===== src/rtl/vga_scanout_gen_if.sv =====
// vga_scanout_gen_if: valid/ready pixel stream from the line fetch logic into the scanout generator.
interface vga_scanout_gen_if #(parameter int COLOR_BITS = 4);
  logic [3*COLOR_BITS-1:0] pix_data;
  logic pix_valid;
  logic pix_ready;
  modport master(output pix_data, pix_valid, input pix_ready);
  modport slave(input pix_data, pix_valid, output pix_ready);
endinterface


===== src/rtl/vga_scanout_gen.sv =====
// vga_scanout_gen: VGA timing of any geometry, centred image window fed by a pixel stream, Z80-written border.
// Define VGA_FRAME_IRQ_EN to enable the frame interrupt on INT_N; otherwise INT_N is tied high.
module vga_scanout_gen #(
  parameter int H_ACTIVE = 640,
  parameter int H_FP = 16,
  parameter int H_SYNC = 96,
  parameter int H_BP = 48,
  parameter int V_ACTIVE = 480,
  parameter int V_FP = 10,
  parameter int V_SYNC = 2,
  parameter int V_BP = 33,
  parameter int HS_POL = 0,
  parameter int IMG_W = 512,
  parameter int IMG_H = 384,
  parameter int COLOR_BITS = 4,
  parameter int INT_CYCLES = 32
) (
  input  logic clk25,
  input  logic RESET,
  input  logic [7:0] A,
  input  logic [7:0] D,
  input  logic IORQ,
  input  logic WR,
  vga_scanout_gen_if.slave pix,
  output logic line_start,
  output logic frame_start,
  output logic [$clog2(H_ACTIVE+H_FP+H_SYNC+H_BP)-1:0] hcount,
  output logic [$clog2(V_ACTIVE+V_FP+V_SYNC+V_BP)-1:0] vcount,
  output logic HS,
  output logic VS,
  output logic [COLOR_BITS-1:0] RED,
  output logic [COLOR_BITS-1:0] GREEN,
  output logic [COLOR_BITS-1:0] BLUE,
  output logic underflow,
  input  logic underflow_clr,
  output logic INT_N
);
  localparam int H_TOTAL = H_ACTIVE + H_FP + H_SYNC + H_BP;
  localparam int V_TOTAL = V_ACTIVE + V_FP + V_SYNC + V_BP;
  localparam int HW = $clog2(H_TOTAL);
  localparam int VW = $clog2(V_TOTAL);
  localparam logic [HW-1:0] h_last = HW'(H_TOTAL - 1);
  localparam logic [HW-1:0] h_act = HW'(H_ACTIVE);
  localparam logic [HW-1:0] hs_beg = HW'(H_ACTIVE + H_FP);
  localparam logic [HW-1:0] hs_end = HW'(H_ACTIVE + H_FP + H_SYNC);
  localparam logic [HW-1:0] ix_beg = HW'((H_ACTIVE - IMG_W) / 2);
  localparam logic [HW-1:0] ix_end = HW'((H_ACTIVE - IMG_W) / 2 + IMG_W);
  localparam logic [VW-1:0] v_last = VW'(V_TOTAL - 1);
  localparam logic [VW-1:0] v_act = VW'(V_ACTIVE);
  localparam logic [VW-1:0] vs_beg = VW'(V_ACTIVE + V_FP);
  localparam logic [VW-1:0] vs_end = VW'(V_ACTIVE + V_FP + V_SYNC);
  localparam logic [VW-1:0] iy_beg = VW'((V_ACTIVE - IMG_H) / 2);
  localparam logic [VW-1:0] iy_end = VW'((V_ACTIVE - IMG_H) / 2 + IMG_H);
  localparam logic pol = HS_POL != 0;
  logic active, image, take, strobe, strobe_q, wr_hit, unused_bits;
  logic [5:0] s1, s2;
  logic [2:0] border;
  logic [3*COLOR_BITS-1:0] border_rgb;
  assign unused_bits = ^{A[7:1], D[7:3]};
  assign active = hcount < h_act && vcount < v_act;
  assign image = active && hcount >= ix_beg && hcount < ix_end && vcount >= iy_beg && vcount < iy_end;
  assign take = image && pix.pix_valid;
  assign pix.pix_ready = image;
  assign line_start = RESET && hcount == '0;
  assign frame_start = line_start && vcount == '0;
  // Sync stage order: {IORQ, WR, A[0], D[2:0]}; strobes idle high out of reset so no false edge.
  assign strobe = s2[5] | s2[4];
  assign wr_hit = strobe_q && !strobe && !s2[3];
  assign border_rgb = {{COLOR_BITS{border[1]}}, {COLOR_BITS{border[2]}}, {COLOR_BITS{border[0]}}};
  always_ff @(posedge clk25 or negedge RESET)
    if (!RESET) begin
      s1 <= 6'b111000;
      s2 <= 6'b111000;
      strobe_q <= 1'b1;
      border <= '0;
    end else begin
      s1 <= {IORQ, WR, A[0], D[2:0]};
      s2 <= s1;
      strobe_q <= strobe;
      if (wr_hit) border <= s2[2:0];
    end
  always_ff @(posedge clk25 or negedge RESET)
    if (!RESET) begin
      hcount <= '0;
      vcount <= '0;
    end else begin
      hcount <= hcount == h_last ? '0 : hcount + HW'(1);
      if (hcount == h_last) vcount <= vcount == v_last ? '0 : vcount + VW'(1);
    end
  // One output stage keeps colour and sync aligned to the same counter sample.
  always_ff @(posedge clk25 or negedge RESET)
    if (!RESET) begin
      {RED, GREEN, BLUE} <= '0;
      HS <= !pol;
      VS <= !pol;
      underflow <= 1'b0;
    end else begin
      {RED, GREEN, BLUE} <= take ? pix.pix_data : active ? border_rgb : '0;
      HS <= hcount >= hs_beg && hcount < hs_end ? pol : !pol;
      VS <= vcount >= vs_beg && vcount < vs_end ? pol : !pol;
      underflow <= (image && !pix.pix_valid) || (underflow && !underflow_clr);
    end
`ifdef VGA_FRAME_IRQ_EN
  localparam int IW = $clog2(INT_CYCLES + 1);
  logic [IW-1:0] int_cnt;
  always_ff @(posedge clk25 or negedge RESET)
    if (!RESET) int_cnt <= '0;
    else int_cnt <= frame_start ? IW'(INT_CYCLES) : int_cnt != '0 ? int_cnt - IW'(1) : int_cnt;
  assign INT_N = int_cnt == '0;
`else
  localparam int unused_int_cycles = INT_CYCLES;
  assign INT_N = 1'b1;
`endif
endmodule


===== src/flat_wrapper.sv =====
// flat-port wrapper written by rule: the top's interface ports become plain ports
module vga_scanout_gen_flat 
#(
  parameter int H_ACTIVE = 640,
  parameter int H_FP = 16,
  parameter int H_SYNC = 96,
  parameter int H_BP = 48,
  parameter int V_ACTIVE = 480,
  parameter int V_FP = 10,
  parameter int V_SYNC = 2,
  parameter int V_BP = 33,
  parameter int HS_POL = 0,
  parameter int IMG_W = 512,
  parameter int IMG_H = 384,
  parameter int COLOR_BITS = 4,
  parameter int INT_CYCLES = 32
)
  (clk25, RESET, A, D, IORQ, WR, line_start, frame_start, hcount, vcount, HS, VS, RED, GREEN, BLUE, underflow, underflow_clr, INT_N, pix_pix_data, pix_pix_valid, pix_pix_ready);
  vga_scanout_gen_if #(.COLOR_BITS(COLOR_BITS)) pix_i ();
  input  logic clk25;
  input  logic RESET;
  input  logic [7:0] A;
  input  logic [7:0] D;
  input  logic IORQ;
  input  logic WR;
  output logic line_start;
  output logic frame_start;
  output logic [$clog2(H_ACTIVE+H_FP+H_SYNC+H_BP)-1:0] hcount;
  output logic [$clog2(V_ACTIVE+V_FP+V_SYNC+V_BP)-1:0] vcount;
  output logic HS;
  output logic VS;
  output logic [COLOR_BITS-1:0] RED;
  output logic [COLOR_BITS-1:0] GREEN;
  output logic [COLOR_BITS-1:0] BLUE;
  output logic underflow;
  input  logic underflow_clr;
  output logic INT_N;
  input wire logic [$bits(pix_i.pix_data)-1:0] pix_pix_data;
  input wire logic [$bits(pix_i.pix_valid)-1:0] pix_pix_valid;
  output wire logic [$bits(pix_i.pix_ready)-1:0] pix_pix_ready;
  assign pix_i.pix_data = pix_pix_data;
  assign pix_i.pix_valid = pix_pix_valid;
  assign pix_pix_ready = pix_i.pix_ready;
  vga_scanout_gen #(.H_ACTIVE(H_ACTIVE), .H_FP(H_FP), .H_SYNC(H_SYNC), .H_BP(H_BP), .V_ACTIVE(V_ACTIVE), .V_FP(V_FP), .V_SYNC(V_SYNC), .V_BP(V_BP), .HS_POL(HS_POL), .IMG_W(IMG_W), .IMG_H(IMG_H), .COLOR_BITS(COLOR_BITS), .INT_CYCLES(INT_CYCLES)) u_core (.clk25(clk25), .RESET(RESET), .A(A), .D(D), .IORQ(IORQ), .WR(WR), .pix(pix_i), .line_start(line_start), .frame_start(frame_start), .hcount(hcount), .vcount(vcount), .HS(HS), .VS(VS), .RED(RED), .GREEN(GREEN), .BLUE(BLUE), .underflow(underflow), .underflow_clr(underflow_clr), .INT_N(INT_N));
endmodule

===== config.mk =====
export PLATFORM = sky130hd
export DESIGN_NAME = vga_scanout_gen_flat
export DESIGN_NICKNAME = d
export VERILOG_FILES = /design/src/rtl/vga_scanout_gen_if.sv /design/src/rtl/vga_scanout_gen.sv /design/src/flat_wrapper.sv
export SDC_FILE = /design/constraint.sdc
export NUM_CORES = 1
export LEC_CHECK = 0
export ABC_AREA = 1
export CORE_MARGIN = 2
export CORE_UTILIZATION = 46
export CTS_CLUSTER_SIZE = 8
export DETAILED_ROUTE_END_ITERATION = 6
export PLACE_DENSITY = 0.8
export SYNTH_ARGS = -nofsm -noshare
export SYNTH_HDL_FRONTEND = slang
export SYNTH_SLANG_ARGS = --single-unit

===== constraint.sdc =====
create_clock -name clk25 -period 3.8 [get_ports clk25]
set_input_delay 0.76 -clock clk25 [delete_from_list [all_inputs] [get_ports clk25]]
set_output_delay 0.76 -clock clk25 [all_outputs]
set_load 0.02 [all_outputs]

==> impl_metrics.env <==
export IMPL_clk_pin_slew_ns=0.09
export IMPL_hold_start="u_core.s1[1]$_DFF_PN0_"
export IMPL_ant_nets=0
export IMPL_stdcell_count=395
export IMPL_cts_sinks=51
export IMPL_cts_tree="yes"
export IMPL_hold_end="u_core.s2[1]$_DFF_PN0_"
export IMPL_drt_iter0_drc=96
export IMPL_htree_levels=2
export IMPL_pwr_share_comb=0.133
export IMPL_crit_required_ns=3.04
export IMPL_status="completed"
export IMPL_period_share=0.782
export IMPL_wl_per_cell_microns=11.8
export IMPL_fillers=461
export IMPL_core_area_sq_um=5010
export IMPL_numCtsBuffers=5
export IMPL_max_vdd_ir_drop_mv=0.323
export IMPL_finalMaxSlewViolations=0
export IMPL_holdPathStages=0
export IMPL_dp_slack_ns=1.17
export IMPL_worstSetupEndpointType="output port"
export IMPL_power_switching_mw=0.271
export IMPL_grt_pass1_wl_microns=7530
export IMPL_setup_tns_ns=0
export IMPL_gp_congestion=0.882
export IMPL_critical_path_reg2reg_startpoint="u_core.hcount[0]$_DFF_PN0_"
export IMPL_synth_cells=263
export IMPL_setup_viol=0
export IMPL_wirelength_microns=4670
export IMPL_crit_type="reg2out"
export IMPL_post_cts_buffers=0
export IMPL_synth_cell_types=28
export IMPL_num_antenna_cells=0
export IMPL_fp_dieW_microns=75.5
export IMPL_hold_violations=0
export IMPL_track_usage=0.175
export IMPL_sw_frac_of_total=0.241
export IMPL_total_power_mw=1.12
export IMPL_yosysTopAreaCell="dfrtp_1"
export IMPL_p_per_area_nw_per_um2=362
export IMPL_dieArea_sq_um=5700
export IMPL_crit_arrival_ns=2.21
export IMPL_clock_tree_root_cell="clkbuf_8"
export IMPL_clock_skew_final_ns=0.00299
export IMPL_netlist_area_sq_um=2350
export IMPL_ios=73
export IMPL_clockBufferDepth=2
export IMPL_reg2reg_slack_ns=2.13
export IMPL_synth_nets=301
export IMPL_maxSlewHeadroom=0.592
export IMPL_cts_resized=0
export IMPL_tightest_slew_ns=0.611
export IMPL_yosysWarnings=0
export IMPL_fmax_mhz=336
export IMPL_cap_violations=0
export IMPL_fin_util=0.619
export IMPL_dieHeight_microns=75.5
export IMPL_dp_cells=387
export IMPL_vias=1886
export IMPL_synthTopCellsByArea="dfrtp_1 45%, dfstp_2 10%, nand2_1 9.7%"
export IMPL_syn_area_per_cell_sq_um=8.95
export IMPL_fin_crit_ns=2.97
export IMPL_grt_antenna_before_repair=0
export IMPL_rsz0062_at_grt="false"
export IMPL_rr_worst_depth=5
export IMPL_holdBufCountCts=0
export IMPL_portBuffers=59
export IMPL_initial_utilization=0.470
export IMPL_std_cell_rows=26
export IMPL_viasPerCell=4.77
export IMPL_yosysSeqAreaShare=0.547
export IMPL_grt_max_degree=52
export IMPL_clk_latency_ns=0.30
export IMPL_r2r_end="u_core.vcount[1]$_DFFE_PN0N_"
export IMPL_synth_seq_cells=51
export IMPL_drive_gt1_frac=0.0923
export IMPL_area_growth_pct=31.8
export IMPL_drcViolationCount=0
export IMPL_fin_nets=362
export IMPL_hold_class="reg2reg"
export IMPL_p_leak_nw=1.44
export IMPL_clockPowerShare=0.340
export IMPL_grt_pass1_vias=1718
export IMPL_p_int_mw=0.853
export IMPL_drt_first_pass_iters=4
export IMPL_dpl_hpwl_microns=3410
export IMPL_seq_power_share=0.526
export IMPL_critPathMaxFanout=14
export IMPL_synth_top_area_frac=0.447
export IMPL_overflow=0
export IMPL_start_kind="register"
export IMPL_worst_slack_ns=0.828
==> per-layer routing <==
metal	track usage	wire length (microns)	vias up	part of all wire
met5	0	0	-	0
met4	0.0663	86	0	0.018
met3	0.0370	179	8	0.038
met2	0.291	2320	51	0.50
met1	0.225	2080	873	0.45
li1	-	-	954	-
==> cell usage in the layout, fill, tap and decap left out, types with 2 or more instances in the layout <==
cell type and count:
ha_1 4, xor2_1 9, nand2_2 2, o21ai_0 13
dfrtp_1 42, nor3_1 5, nor2_1 25, a21oi_1 5
nand4_1 18, clkdlybuf4s50_1 58, nand3_2 3, nand2_1 61
clkbuf_8 5, inv_1 38, nand3_1 13, dfstp_2 9
==> logic make-up after synthesis <==
| logic type | share of synthesized area |
|---|---|
| flip-flops | 0.547 |
| other | 0.00159 |
| AND/OR/NAND/NOR | 0.266 |
| adder cells (fa/ha/maj) | 0.0213 |
| AO/OA/AOI/OAI | 0.0468 |
| XOR/XNOR | 0.0372 |
| buffers and inverters | 0.0803 |
==> sequential cells by signal (all words and copies together) (netlist names) <==
| signal | cells |
|---|---|
| u_core.underflow | 1 |
| u_core.RED | 4 |
| u_core.vcount | 10 |
| u_core.BLUE | 4 |
| u_core.GREEN | 4 |
| u_core.strobe_q | 1 |
| u_core.hcount | 10 |
| u_core.VS | 1 |
| u_core.s1 | 6 |
| u_core.HS | 1 |
| u_core.border | 3 |
| u_core.s2 | 6 |
==> synth_stat cells <==
cell type	n
a21oi_1	5
a21oi_2	1
a31oi_1	1
buf_2	1
buf_4	2
buf_6	2
clkbuf_1	1
conb_1	1
dfrtp_1	42
dfstp_2	9
ha_1	4
inv_1	38
nand2_1	61
nand2_2	2
nand3_1	13
nand3_2	3
nand3_4	1
nand4_1	18
nor2_1	25
nor2_2	1
nor2_4	1
nor3_1	5
nor3_4	1
o21ai_0	13
o21ai_1	1
or2_2	1
xnor2_1	1
xor2_1	9
==> worst max-delay path by stage <==
stage | from | end | slack (ns) | depth (start not counted)
2_1_floorplan | u_core.hcount[4]$_DFF_PN0_ | frame_start | 1.57 | 4
3_3_place_gp | u_core.vcount[9]$_DFFE_PN0N_ | pix_pix_ready | 1.17 | 7
3_5_place_dp | u_core.vcount[9]$_DFFE_PN0N_ | pix_pix_ready | 1.17 | 7
4_1_cts | u_core.vcount[9]$_DFFE_PN0N_ | pix_pix_ready | 0.82 | 7
5_1_grt | u_core.vcount[9]$_DFFE_PN0N_ | pix_pix_ready | 0.71 | 7
6_report | u_core.vcount[9]$_DFFE_PN0N_ | pix_pix_ready | 0.83 | 7
==> metrics by stage <==
stage	instance area (sq um)	hold WS (ns)
after detailed placement	2990	0.336
after floorplan	2350	0.331
after global placement	2990	0.335
final	3100	0.356
after global routing	3100	0.366
after CTS	3100	0.358
==> critical path: stages (launching register included) <==
cell and delay (ns):
dfrtp_1 0.54, nor2_1 0.12, nand3_1 0.10, nand2_1 0.05
inv_1 0.31, nand2_1 0.12, inv_1 0.07, clkdlybuf4s50_1 0.59
==> power groups by stage <==
| stage | clock, mW | sequential (mW) | combinational, mW |
|---|---|---|---|
| 2_1_floorplan | 0 | 0.636 | 0.0293 |
| 3_3_place_gp | 0 | 0.602 | 0.150 |
| 3_5_place_dp | 0 | 0.603 | 0.152 |
| 4_1_cts | 0.393 | 0.592 | 0.152 |
| 5_1_grt | 0.411 | 0.595 | 0.166 |
| 6_report | 0.382 | 0.592 | 0.150 |
==> layout make-up <==
type	count	area (sq um)	area share
sequential	51	1290	0.415
multi-input combinational	168	877	0.283
timing repair buffer	60	593	0.191
inverter	38	143	0.0460
tap	70	87.6	0.0282
clock buffer	5	68.8	0.0222
clock inverter	3	46.3	0.0149
(Power assumes the default switching activity.)
